--- src/rtl/dsp_mac_seq.sv ---
// dsp_mac_seq: sequences a DSP48-style multiply-accumulate job and returns the P register result
module dsp_mac_seq #(
  parameter int LEN_W = 8,
  parameter int LAT   = 3
) (
  input  logic             clk,
  input  logic             RST,
  input  logic             start,
  input  logic [LEN_W-1:0] len,
  input  logic             cfg_preadd,
  input  logic             cfg_presub,
  output logic             busy,
  input  logic             in_valid,
  output logic             in_ready,
  output logic             dsp_cea,
  output logic             dsp_ceb,
  output logic             dsp_cem,
  output logic             dsp_cep,
  output logic             dsp_ceopmode,
  output logic             dsp_rstp,
  output logic [7:0]       dsp_opmode,
  input  logic [47:0]      dsp_p,
  output logic             res_valid,
  input  logic             res_ready,
  output logic [47:0]      res_data
);
  typedef enum logic [1:0] {IDLE, RUN, DRAIN, DONE} state_t;
  state_t           state_q, state_d;
  logic [LEN_W-1:0] len_q, len_d, cnt_q, cnt_d;
  logic             preadd_q, preadd_d, presub_q, presub_d;
  logic [LAT-1:0]   v_q, v_d;
  logic [7:0]       opm_q, opm_d;
  logic [47:0]      res_q, res_d;
  logic             go, rdy, acc, last, cap;
  // Handshake decode; the drain capture fires when the final beat's token reaches the pipe end
  always_comb begin
    go   = state_q == IDLE && start;
    rdy  = state_q == RUN && cnt_q < len_q;
    acc  = in_valid && rdy;
    last = acc && (cnt_q + LEN_W'(1)) == len_q;
    cap  = state_q == DRAIN && v_q[LAT-1] && ~|v_q[LAT-2:0];
    v_d  = {v_q[LAT-2:0], acc};
  end
  // Next-state logic for job control, beat counting, opmode word and result capture
  always_comb begin
    state_d  = state_q;
    len_d    = len_q;
    cnt_d    = cnt_q;
    preadd_d = preadd_q;
    presub_d = presub_q;
    opm_d    = opm_q;
    res_d    = res_q;
    case (state_q)
      IDLE: if (start) begin
        len_d    = len;
        preadd_d = cfg_preadd;
        presub_d = cfg_presub;
        cnt_d    = '0;
        res_d    = '0;
        state_d  = len == '0 ? DONE : RUN;
      end
      RUN: if (acc) begin
        cnt_d   = cnt_q + LEN_W'(1);
        opm_d   = {1'b0, presub_q, 1'b0, preadd_q, cnt_q == '0 ? 2'b00 : 2'b10, 2'b01};
        state_d = last ? DRAIN : RUN;
      end
      DRAIN: if (cap) begin
        res_d   = dsp_p;
        state_d = DONE;
      end
      DONE: state_d = res_ready ? IDLE : DONE;
      default: state_d = IDLE;
    endcase
  end
  // State registers with synchronous reset
  always_ff @(posedge clk) begin
    if (RST) begin
      state_q  <= IDLE;
      len_q    <= '0;
      cnt_q    <= '0;
      preadd_q <= 1'b0;
      presub_q <= 1'b0;
      v_q      <= '0;
      opm_q    <= '0;
      res_q    <= '0;
    end else begin
      state_q  <= state_d;
      len_q    <= len_d;
      cnt_q    <= cnt_d;
      preadd_q <= preadd_d;
      presub_q <= presub_d;
      v_q      <= v_d;
      opm_q    <= opm_d;
      res_q    <= res_d;
    end
  end
  // Outputs are forced quiet while reset is asserted, even before the registers clear
  always_comb begin
    busy         = !RST && state_q != IDLE;
    in_ready     = !RST && rdy;
    dsp_cea      = !RST && acc;
    dsp_ceb      = !RST && acc;
    dsp_cem      = !RST && v_q[0];
    dsp_ceopmode = !RST && v_q[0];
    dsp_cep      = !RST && v_q[1];
    dsp_rstp     = !RST && go && len != '0;
    dsp_opmode   = RST ? 8'h00 : opm_q;
    res_valid    = !RST && state_q == DONE;
    res_data     = RST ? 48'h0 : res_q;
  end
endmodule

--- config.mk ---
export PLATFORM = sky130hd
export DESIGN_NAME = dsp_mac_seq
export DESIGN_NICKNAME = d
export VERILOG_FILES = /design/src/rtl/dsp_mac_seq.sv
export SDC_FILE = /design/constraint.sdc
export NUM_CORES = 1
export LEC_CHECK = 0
export ABC_CLOCK_PERIOD_IN_PS = 5700
export CAP_MARGIN = 10
export CELL_PAD_IN_SITES_DETAIL_PLACEMENT = 2
export CELL_PAD_IN_SITES_GLOBAL_PLACEMENT = 2
export CORE_ASPECT_RATIO = 0.8
export CORE_MARGIN = 3
export CORE_UTILIZATION = 27
export CTS_BUF_LIST = sky130_fd_sc_hd__clkbuf_2 sky130_fd_sc_hd__clkbuf_4 sky130_fd_sc_hd__clkbuf_8
export CTS_CLUSTER_SIZE = 12
export DETAILED_ROUTE_END_ITERATION = 8
export PLACE_DENSITY = 0.95
export SLEW_MARGIN = 0
export SYNTH_ARGS = -nofsm -noshare
export SYNTH_HDL_FRONTEND = slang
export SYNTH_SLANG_ARGS = --single-unit
--- constraint.sdc ---
create_clock -name clk -period 5.7 [get_ports clk]
set_input_delay 1.71 -clock clk [delete_from_list [all_inputs] [get_ports clk]]
set_output_delay 1.71 -clock clk [all_outputs]
set_load 0.005 [all_outputs]
==> reports/qor.yml <==
outcome:
  status: "completed"
clocking:
  root_buffer: "clkbuf_8"
  clock_path_buffers: 2
  cts_buffers: 9
  hold_buffers: 0
  clkSinkCount: 75
  ctsResizeCount: 0
  clk_latency_ns: 0.37
  htreeDepth: 3
  postCtsSetupBuffers: 0
  cts_tree: "yes"
  clk_pin_slew_worst_paths_ns: 0.07
placed_design:
  port_buffers: 123
  dp.cells: 731
  hpwl_um: 9690
  place_area_mm2: 0.00489
  gp_congestion: 0.842
  place_ws_ns: 0.615
worst_setup_path:
  r2r_cells: 5
  critPathMostFrequentCell: "clkdlybuf4s50_1"
  reg2reg_from: "state_q[0]$_SDFFE_PP0P_"
  worstReg2RegEnd: "state_q[0]$_SDFFE_PP0P_"
  crit_slowest_cell: "or4_1"
  slowest_delay_ns: 0.53
  end_kind: "output port"
  crit_type: "input port to output port"
  crit_fanout: 2
  arrival_ns: 3.36
  r2r_slack_ns: 3.07
  worstPathCellList: "clkdlybuf4s50_1 > or4_1 > nor2_1 > nor3_1 > clkdlybuf4s50_1"
  crit_required_ns: 3.99
  critPathLaunchType: "input port"
floorplanning:
  rows: 37
  core_area_mm2: 0.0129
  chipHeight_um: 109
  start_util_pct: 27.8
  die_w_um: 135
  io_pins: 128
  dieArea_mm2: 0.0147
timing:
  maxSlewViolCount: 0
  setup_slack_ns: 0.625
  finalSetupViolations: 0
  grt_setup_unrepaired: "false"
  fmax_ghz: 0.197
  finalCritPeriodShare_pct: 89.0
  hold_viol: 0
  tightestPinTransition_ns: 1.10
  slew_headroom_pct: 26.6
  fin_crit_ns: 5.07
  hold_ws_ns: 0.483
  finClkSkew_ns: 0.0112
  finalSetupTns_ns: 0
drt:
  drc: 0
  firstDrtPassIters: 4
  ant_nets: 0
  wl_um: 13200
  wl_per_cell_um: 17.7
  drtIter0Drc: 181
  viasPerCell: 4.77
  num_vias: 3563
grt:
  met1_usage_pct: 21.8
  top_usage_layer: "met2"
  grt_max_degree: 57
  overflow: 0
  grt_pass1_wl_um: 21300
  gr-usage-met3_pct: 5.07
  grt_pass1_vias: 4036
  grt.met2_usage_pct: 33.2
  grt_use_total_pct: 18.7
  antenna_found_initial: 0
cells_and_area:
  fin_nets: 640
  stdcell_area_mm2: 0.00509
  drive_gt1_share_pct: 5.77
  final_cell_mix: "nand2_1, clkdlybuf4s50_1, dfxtp_1"
  area_delta_synth_final_pct: 41.7
  layout.cells.non_filler: 747
  final_common_cell: "nand2_1"
  antenna_cells: 0
yosys:
  netlist_area_mm2: 0.00359
  ys_seq_elements: 75
  async_flop_share_pct: 0
  ys_types: 51
  ys_seq_area_share_pct: 41.8
  synth_top_flop_cell: "dfxtp_1"
  synth_area_per_cell_um2: 7.73
  synthesis.instances: 465
  synth_edf_count: 0
  synth_warnings: 0
flow_run:
  maxCapViolCount: 0
min_path:
  holdCritStartpoint: "v_q[1]$_SDFF_PP0_"
  hold_end: "v_q[2]$_SDFF_PP0_"
  whs_path_depth: 1
  worst_hold_path_type: "flip-flop to flip-flop"
power_and_ir_drop:
  ir_worst_vdd_v: 0.000112
  power_density_mw_per_mm2: 219
  p_leak_uw: 0.00208
## synth_stat cells (3+ instances only)
master,n,area share (%)
nand4_1,3,0.52
xnor2_1,7,1.7
nor2_1,9,0.94
nand3_1,3,0.42
nand2_1,125,13
inv_1,14,1.5
o21ai_0,52,7.2
mux2i_1,3,0.84
ha_1,10,3.5
buf_4,6,1.3
o21ai_1,3,0.42
nor3_1,3,0.42
nor2b_1,57,9.9
dfxtp_1,75,42
a21oi_1,18,2.5
a31oi_1,5,0.87
clkbuf_1,27,2.8
o22a_1,3,0.73
## worst max-delay path by stage
stage	endpoint	slack [ns]	cells after the start	from
global route	dsp_rstp	0.49	4	start
CTS	dsp_rstp	0.60	4	start
finish	dsp_rstp	0.63	5	len[7]
global placement	dsp_rstp	0.65	5	len[3]
detailed placement	dsp_rstp	0.62	4	start
floorplan	busy	1.36	4	RST
## cells by family (layout without fill, tap and decap cells)
group	Yosys count	after routing	synth area share, %
AOI/OAI and AO/OA	90	90	13.9
xor gates and xnor gates	9	9	2.19
adders and majority gates	10	10	3.48
buffers and inverters	53	157	6.89
DFF	75	75	41.8
muxes	4	4	1.15
other	1	4	0.104
and+or+nand+nor	223	223	30.5
## flip-flops by register name, indices dropped and copies added (netlist names)
register and cells:
res_q 48, cnt_q 8, len_q 8, opm_q 4, v_q 3, state_q 2
preadd_q 1, presub_q 1
## critical path, delay by kind of cell
family	cells	cell delay [ns]
simple gates	3	0.75
buf+inv	2	0.90
## area by class of cell
class	instances	area, µm²
clock buffers	10	131
repair buffers	126	1250
flip-flops and latches	75	1500
fillers	1464	7820
inverters	15	56.3
multi-input cells	340	1870
well taps	175	219
clock inverters	6	66.3
## power by group
part	total, µW	internal, µW	switching [µW]
sequential	557	534	22.9
clock	420	207	213
combinational	136	71.4	64.2
## per-stage QoR
step / utilization [%] / power (µW)
6_report: 39.4 / 1110
3_3_place_gp: 37.9 / 698
2_1_floorplan: - / 625
3_5_place_dp: 37.9 / 706
5_1_grt: 39.4 / 1170
4_1_cts: 39.4 / 1130
## metal layers
metal,wire [µm],vias to the layer above
met5,0,-
met4,243,0
met3,607,17
met2,6750,81
met1,5620,1752
li1,-,1713
Power figures use the tool's default switching activity.
